File: src/rtl/gpio_pkg.sv
// rtl/gpio_pkg.sv - shared register map, bank sizing and bus bundle types for gpio_ctrl
package gpio_pkg;

    localparam int GPIO_BANK_W = 32;

    localparam logic [7:0] GPIO_DIR_OFFS     = 8'h00;
    localparam logic [7:0] GPIO_OUT_OFFS     = 8'h10;
    localparam logic [7:0] GPIO_OUT_SET_OFFS = 8'h20;
    localparam logic [7:0] GPIO_OUT_CLR_OFFS = 8'h30;
    localparam logic [7:0] GPIO_OUT_TGL_OFFS = 8'h40;
    localparam logic [7:0] GPIO_IN_OFFS      = 8'h50;
    localparam logic [7:0] GPIO_RISE_EN_OFFS = 8'h60;
    localparam logic [7:0] GPIO_FALL_EN_OFFS = 8'h70;
    localparam logic [7:0] GPIO_STATUS_OFFS  = 8'h80;
    localparam logic [7:0] GPIO_DEB_EN_OFFS  = 8'h90;
    localparam logic [7:0] GPIO_DEB_DIV_OFFS = 8'hA0;

    function automatic int gpio_num_banks(input int n);
        return (n + GPIO_BANK_W - 1) / GPIO_BANK_W;
    endfunction

    typedef struct packed {
        logic        req;
        logic        we;
        logic [7:0]  addr;
        logic [31:0] wdata;
    } gpio_reg_req_t;

    typedef struct packed {
        logic        rvalid;
        logic [31:0] rdata;
    } gpio_reg_rsp_t;

endpackage

File: src/rtl/gpio_in_filter.sv
// rtl/gpio_in_filter.sv - one-channel input synchroniser, tick-based debounce and edge detect
module gpio_in_filter #(
    parameter int SYNC_STAGES = 2
) (
    input  logic clk_i,
    input  logic rst_ni,
    input  logic pad_i,
    input  logic tick_i,
    input  logic deb_en_i,
    output logic filt_o,
    output logic rise_o,
    output logic fall_o
);

    logic [SYNC_STAGES-1:0] sync_q, sync_d;
    logic                   smp_q, smp_d;
    logic                   filt_q, filt_d;
    logic                   prev_q;
    logic                   sync;

    assign sync = sync_q[SYNC_STAGES-1];

    always_comb begin
        sync_d = {sync_q[SYNC_STAGES-2:0], pad_i};
        smp_d  = smp_q;
        filt_d = filt_q;
        if (tick_i) begin
            smp_d = sync;
        end
        // Debounced level only moves when two consecutive ticks agree.
        if (!deb_en_i) begin
            filt_d = sync;
        end else if (tick_i && (sync == smp_q)) begin
            filt_d = sync;
        end
    end

    always_ff @(posedge clk_i) begin
        if (!rst_ni) begin
            sync_q <= '0;
            smp_q  <= 1'b0;
            filt_q <= 1'b0;
            prev_q <= 1'b0;
        end else begin
            sync_q <= sync_d;
            smp_q  <= smp_d;
            filt_q <= filt_d;
            prev_q <= filt_q;
        end
    end

    assign filt_o = filt_q;
    assign rise_o = filt_q & ~prev_q;
    assign fall_o = ~filt_q & prev_q;

endmodule

File: src/rtl/gpio_ctrl.sv
// rtl/gpio_ctrl.sv - banked GPIO controller: register file, atomic output ops, debounce ticks, edge irqs
module gpio_ctrl
    import gpio_pkg::*;
#(
    parameter int NUM_GPIO    = 62,
    parameter int SYNC_STAGES = 2,
    parameter int DEB_DIV_W   = 16
) (
    input  logic                clk_i,
    input  logic                rst_ni,
    input  logic                reg_req_i,
    input  logic                reg_we_i,
    input  logic [7:0]          reg_addr_i,
    input  logic [31:0]         reg_wdata_i,
    output logic                reg_rvalid_o,
    output logic [31:0]         reg_rdata_o,
    input  logic [NUM_GPIO-1:0] gpio_in_i,
    output logic [NUM_GPIO-1:0] gpio_out_o,
    output logic [NUM_GPIO-1:0] gpio_dir_o,
    output logic [NUM_GPIO-1:0] irq_vec_o,
    output logic                irq_o
);

    localparam int NB = gpio_num_banks(NUM_GPIO);
    localparam int PW = NB * GPIO_BANK_W;

    logic [NUM_GPIO-1:0]  dir_q, dir_d;
    logic [NUM_GPIO-1:0]  out_q, out_d;
    logic [NUM_GPIO-1:0]  rise_en_q, rise_en_d;
    logic [NUM_GPIO-1:0]  fall_en_q, fall_en_d;
    logic [NUM_GPIO-1:0]  status_q, status_d;
    logic [NUM_GPIO-1:0]  deb_en_q, deb_en_d;
    logic [DEB_DIV_W-1:0] deb_div_q, deb_div_d;
    logic [DEB_DIV_W-1:0] tick_cnt_q, tick_cnt_d;
    logic                 rvalid_q;
    logic [31:0]          rdata_q, rdata_d;
    logic                 irq_q;

    logic [NUM_GPIO-1:0]  filt, rise_raw, fall_raw, edge_evt;
    logic [NUM_GPIO-1:0]  wmask, wbits, status_clr, rd_vec;
    logic [PW-1:0]        rd_full;
    logic [7:0]           reg_off;
    logic [1:0]           bank;
    logic                 wr, rd, div_wr, tick;
    logic                 unused_addr_bits;

    assign reg_off          = {reg_addr_i[7:4], 4'b0000};
    assign bank             = reg_addr_i[3:2];
    assign wr               = reg_req_i & reg_we_i;
    assign rd               = reg_req_i & ~reg_we_i;
    assign unused_addr_bits = ^reg_addr_i[1:0];

    // Write data lands only on channels of the addressed bank; out-of-range banks match nothing.
    always_comb begin
        wmask = '0;
        wbits = '0;
        for (int i = 0; i < NUM_GPIO; i++) begin
            if (bank == 2'(i / GPIO_BANK_W)) begin
                wmask[i] = 1'b1;
                wbits[i] = reg_wdata_i[i % GPIO_BANK_W];
            end
        end
    end

    always_comb begin
        dir_d      = dir_q;
        out_d      = out_q;
        rise_en_d  = rise_en_q;
        fall_en_d  = fall_en_q;
        deb_en_d   = deb_en_q;
        deb_div_d  = deb_div_q;
        div_wr     = 1'b0;
        status_clr = '0;
        if (wr) begin
            case (reg_off)
                GPIO_DIR_OFFS:     dir_d     = (dir_q & ~wmask) | wbits;
                GPIO_OUT_OFFS:     out_d     = (out_q & ~wmask) | wbits;
                GPIO_OUT_SET_OFFS: out_d     = out_q | wbits;
                GPIO_OUT_CLR_OFFS: out_d     = out_q & ~wbits;
                GPIO_OUT_TGL_OFFS: out_d     = out_q ^ wbits;
                GPIO_RISE_EN_OFFS: rise_en_d = (rise_en_q & ~wmask) | wbits;
                GPIO_FALL_EN_OFFS: fall_en_d = (fall_en_q & ~wmask) | wbits;
                GPIO_STATUS_OFFS:  status_clr = wbits;
                GPIO_DEB_EN_OFFS:  deb_en_d  = (deb_en_q & ~wmask) | wbits;
                GPIO_DEB_DIV_OFFS: begin
                    if (bank == 2'd0) begin
                        deb_div_d = reg_wdata_i[DEB_DIV_W-1:0];
                        div_wr    = 1'b1;
                    end
                end
                default: ;
            endcase
        end
    end

    // A fresh edge beats a simultaneous W1C so no event is ever lost.
    assign edge_evt = (rise_raw & rise_en_q) | (fall_raw & fall_en_q);
    assign status_d = (status_q & ~status_clr) | edge_evt;

    assign tick = (tick_cnt_q == deb_div_q);

    always_comb begin
        if (div_wr || tick) begin
            tick_cnt_d = '0;
        end else begin
            tick_cnt_d = tick_cnt_q + 1'b1;
        end
    end

    always_comb begin
        case (reg_off)
            GPIO_DIR_OFFS:     rd_vec = dir_q;
            GPIO_OUT_OFFS:     rd_vec = out_q;
            GPIO_IN_OFFS:      rd_vec = filt;
            GPIO_RISE_EN_OFFS: rd_vec = rise_en_q;
            GPIO_FALL_EN_OFFS: rd_vec = fall_en_q;
            GPIO_STATUS_OFFS:  rd_vec = status_q;
            GPIO_DEB_EN_OFFS:  rd_vec = deb_en_q;
            default:           rd_vec = '0;
        endcase
    end

    assign rd_full = PW'(rd_vec);

    always_comb begin
        rdata_d = '0;
        if (rd) begin
            if (reg_off == GPIO_DEB_DIV_OFFS) begin
                if (bank == 2'd0) begin
                    rdata_d = 32'(deb_div_q);
                end
            end else begin
                for (int b = 0; b < NB; b++) begin
                    if (bank == 2'(b)) begin
                        rdata_d = rd_full[b*GPIO_BANK_W +: GPIO_BANK_W];
                    end
                end
            end
        end
    end

    always_ff @(posedge clk_i) begin
        if (!rst_ni) begin
            dir_q      <= '0;
            out_q      <= '0;
            rise_en_q  <= '0;
            fall_en_q  <= '0;
            status_q   <= '0;
            deb_en_q   <= '0;
            deb_div_q  <= '0;
            tick_cnt_q <= '0;
            rvalid_q   <= 1'b0;
            rdata_q    <= '0;
            irq_q      <= 1'b0;
        end else begin
            dir_q      <= dir_d;
            out_q      <= out_d;
            rise_en_q  <= rise_en_d;
            fall_en_q  <= fall_en_d;
            status_q   <= status_d;
            deb_en_q   <= deb_en_d;
            deb_div_q  <= deb_div_d;
            tick_cnt_q <= tick_cnt_d;
            rvalid_q   <= reg_req_i;
            rdata_q    <= rdata_d;
            irq_q      <= |status_d;
        end
    end

    for (genvar g = 0; g < NUM_GPIO; g++) begin : g_ch
        gpio_in_filter #(
            .SYNC_STAGES (SYNC_STAGES)
        ) u_filt (
            .clk_i    (clk_i),
            .rst_ni   (rst_ni),
            .pad_i    (gpio_in_i[g]),
            .tick_i   (tick),
            .deb_en_i (deb_en_q[g]),
            .filt_o   (filt[g]),
            .rise_o   (rise_raw[g]),
            .fall_o   (fall_raw[g])
        );
    end

    assign reg_rvalid_o = rvalid_q;
    assign reg_rdata_o  = rdata_q;
    assign gpio_out_o   = out_q;
    assign gpio_dir_o   = dir_q;
    assign irq_vec_o    = status_q;
    assign irq_o        = irq_q;

endmodule

File: config.mk
export PLATFORM = sky130hd
export DESIGN_NAME = gpio_ctrl
export DESIGN_NICKNAME = d
export VERILOG_FILES = /design/src/rtl/gpio_pkg.sv /design/src/rtl/gpio_in_filter.sv /design/src/rtl/gpio_ctrl.sv
export SDC_FILE = /design/constraint.sdc
export NUM_CORES = 2
export LEC_CHECK = 0
export ABC_CLOCK_PERIOD_IN_PS = 3300
export CAP_MARGIN = 10
export CORE_MARGIN = 1.5
export CORE_UTILIZATION = 25
export CTS_CLUSTER_DIAMETER = 30
export DETAILED_ROUTE_END_ITERATION = 6
export PLACE_DENSITY = 0.4
export SYNTH_ARGS = -nofsm -noshare
export SYNTH_HDL_FRONTEND = slang
export SYNTH_SLANG_ARGS = --single-unit
File: constraint.sdc
create_clock -name clk_i -period 3.3 [get_ports clk_i]
set_input_delay 0.495 -clock clk_i [delete_from_list [all_inputs] [get_ports clk_i]]
set_output_delay 0.495 -clock clk_i [all_outputs]
set_load 0.005 [all_outputs]
==> results by group <==
Outcome
  – Outcome: finished clean

Finish
  – Non-filler instance count after layout: 5989
  – Most common cell after layout, fill and taps aside: nand2_1
  – P&R area growth vs syn: 44.52%
  – Layout cells sized above 1: 0.1507
  – Most frequent cells in the layout: nand2_1 (833), dfxtp_1 (748), a21boi_0 (394), clkdlybuf4s50_1 (320), and2_1 (244)
  – Cell area after layout: 0.04657 mm^2
  – Nets: 4310
  – Final core utilization: 0.3647

STA
  – Tcrit/Tclk final: 0.9764
  – F_max: 310.4 MHz
  – Slew Limit Fails: 0
  – Final worst slack: 78.00 ps
  – RSZ-0062 raised after global routing: no
  – Post-route setup TNS: 0 ps
  – Max-Slew Margin vs Limit: 0.3215
  – Worst-margin pin slew: 1018 ps
  – Clk_skew: 35.25 ps
  – Final worst path period need: 3222 ps
  – Worst Hold Margin: 264.3 ps
  – Hold Vio Cnt, Final: 0
  – Final setup violation count: 0

Critical path
  – Crit Path Max Fanout: 17
  – CP arrival: 3900 ps
  – R2r startpoint: tick_cnt_q[11]
  – Worst Setup Path Type: in -> reg
  – CP max stage delay: 690 ps
  – Required @ worst endpoint: 3970 ps
  – Worst setup EP type: flip-flop
  – CP Cell Sequence: clkdlybuf4s50_1, or4b_4, buf_12, o31ai_1, o211ai_1, nor4_1, buf_4, nand4_1, buf_4, o41a_1
  – Slowest stage cell on the critical path: nor4_1
  – R2r worst-path depth: 7
  – Most frequent cell on the critical path: buf_4
  – R2R setup slack: 700 ps
  – Worst r2r dst: g_ch[49].u_filt.filt_o
  – Startpoint Class: input port

Clock network
  – Sink Count: 748
  – Total CTS buffers: 214
  – CTS tree: done
  – Worst-Skew Late Latency: 790 ps
  – H-tree depth: 4
  – Clock slew at reported path FFs: 50 ps
  – Max clock buf depth: 3
  – Root buffer cell: clkbuf_16
  – Postcts setup bufs: 0

Route
  – Routed wire length: 147800 um
  – Detail Route Antenna Nets: 0
  – Mean routed wirelength per cell: 24.68 um
  – Vias: 29770
  – DRT Pass-1 Iters: 7
  – Initial drt markers: 2674
  – Via-to-Cell Ratio: 4.970
  – DRC: 0

Yosys
  – Syn_nets: 3857
  – Post-Syn Instances: 3688
  – Asr flop ratio synth: 0
  – Synthesized cell area: 0.03222 mm^2
  – Register area share after synthesis: 0.4647
  – Yosys warns: 0
  – Mean Syn Cell Area: 8.738 um^2
  – Main synth FF type: dfxtp_1
  – Seq cells post-synth: 748
  – EDFF count, synth: 0
  – Yosys cell types: 52

Power and ir drop
  – Total power: 32.62 mW
  – Pwr dens: 700.4 mW/mm^2
  – Worst IR Drop VDD: 457.0 uV
  – Leakage dissipation: 16.33 nW

Hold path
  – Hold Path Class: in -> reg
  – Hold path start: gpio_in_i[30]
  – Worst Hold End: g_ch[30].u_filt.sync_q[0]
  – Worst hold path cell count: 2

Placed design
  – Place WS: -641.7 ps
  – Routability Congestion: 0.8160
  – Placed cell areas: 0.03875 mm^2
  – Detailed placer's ending HPWL: 99590 um
  – Number of I/O port buffers: 323
  – Placed insts: 5586

Floorplanning
  – Die footprint: 0.1311 mm^2
  – Rows: 131
  – Die Ht: 362.0 um
  – Core area: 0.1277 mm^2
  – Number of I/O pins: 326
  – Die X: 362.0 um
  – Initial Util: 0.2524

Global routing
  – Initial antenna violation count: 3
  – Total congestion overflow: 0
  – Vias in the first global route: 29300
  – Global-route wire length before repair: 212100 um
  – Largest net degree at the start of global routing: 178
  – Total track usage: 0.2214

Run
  – Max Cap Violations: 0
## Yosys cell counts, drive strengths merged (3+ instances only)
cell type  number  area [um^2]
nand2b          7        43.79
a221o          24        240.2
a221oi          7        61.31
a22oi         181         1359
a222oi         53        530.5
a31oi          33        206.5
a22o            7        61.31
o221ai         53        464.2
o31ai          52        395.4
and3            3        18.77
buf            19        111.4
ha             63        788.3
nand3b         81        608.1
a21o           18        135.1
nor4           24        150.1
inv            62        232.7
o22ai           5        31.28
nand4          10        62.56
a21oi           8        40.04
nand3          43        215.2
o21ai         132        660.6
or3b           31        271.5
nor2b          69        431.7
xor2           29        254.0
nand2         836         3138
a32o           16        160.2
o21a           40        300.3
dfxtp         748        14970
nor2           37        138.9
clkbuf        284         1066
and2          245         1533
o211ai         50        375.4
a21boi        395         2965
and4            6        52.55
## critical path: cells and delay by family
kind | cells | cell delay [ps]
and+or+nand+nor | 3 | 1480
buffers and inverters | 4 | 1050
AOI/OAI and AO/OA | 3 | 850
## cells by family after synthesis
| kind of cell | share of synthesized area |
|---|---|
| AOI/OAI and AO/OA | 0.2487 |
| xor gates and xnor gates | 0.008426 |
| adders and majority gates | 0.02446 |
| buffers and inverters | 0.04376 |
| DFF | 0.4647 |
| and+or+nand+nor | 0.2100 |
## area by class of cell
cell class | count | area (um^2)
antenna | 1 | 2.502
sequential | 748 | 14970
timing repair buffer | 540 | 5473
inverter | 62 | 232.7
clock inverter | 117 | 1749
clock buffer | 284 | 6062
tap | 1662 | 2079
multi-input combinational | 2575 | 16000
fill | 12880 | 81110
## metal layers
layer / GRT usage / vias to the layer above / wire length, um / part of all wire
met5: 0 / - / 11 / 0.000074
met4: 0.07299 / 2 / 3679 / 0.025
met3: 0.05119 / 214 / 10010 / 0.068
met2: 0.3549 / 1000 / 67870 / 0.46
met1: 0.2914 / 14540 / 66230 / 0.45
li1: - / 14020 / - / -
## timing repair
item	in CTS	in global routing
setup endpoints to repair	0	0
hold endpoints to repair	4	0
resized for setup	0	0
hold buffers	1	0
## worst max-delay path by stage
stage	slack [ps]	from	to	cells after the start
after detailed placement	-640	reg_addr_i[5]	irq_o	10
after global routing	60	reg_addr_i[5]	irq_o	10
after floorplan	660	reg_addr_i[4]	irq_o	9
after CTS	210	reg_addr_i[5]	irq_o	10
after global placement	-610	reg_addr_i[5]	irq_o	10
final	80	reg_addr_i[5]	irq_o	10
## power breakdown
part           internal, mW  switching (mW)  total (mW)
sequential             9.22           0.107        9.33
combinational         0.487           0.775        1.26
clock                  15.7            6.30        22.0
Power figures use the tool's default switching activity.
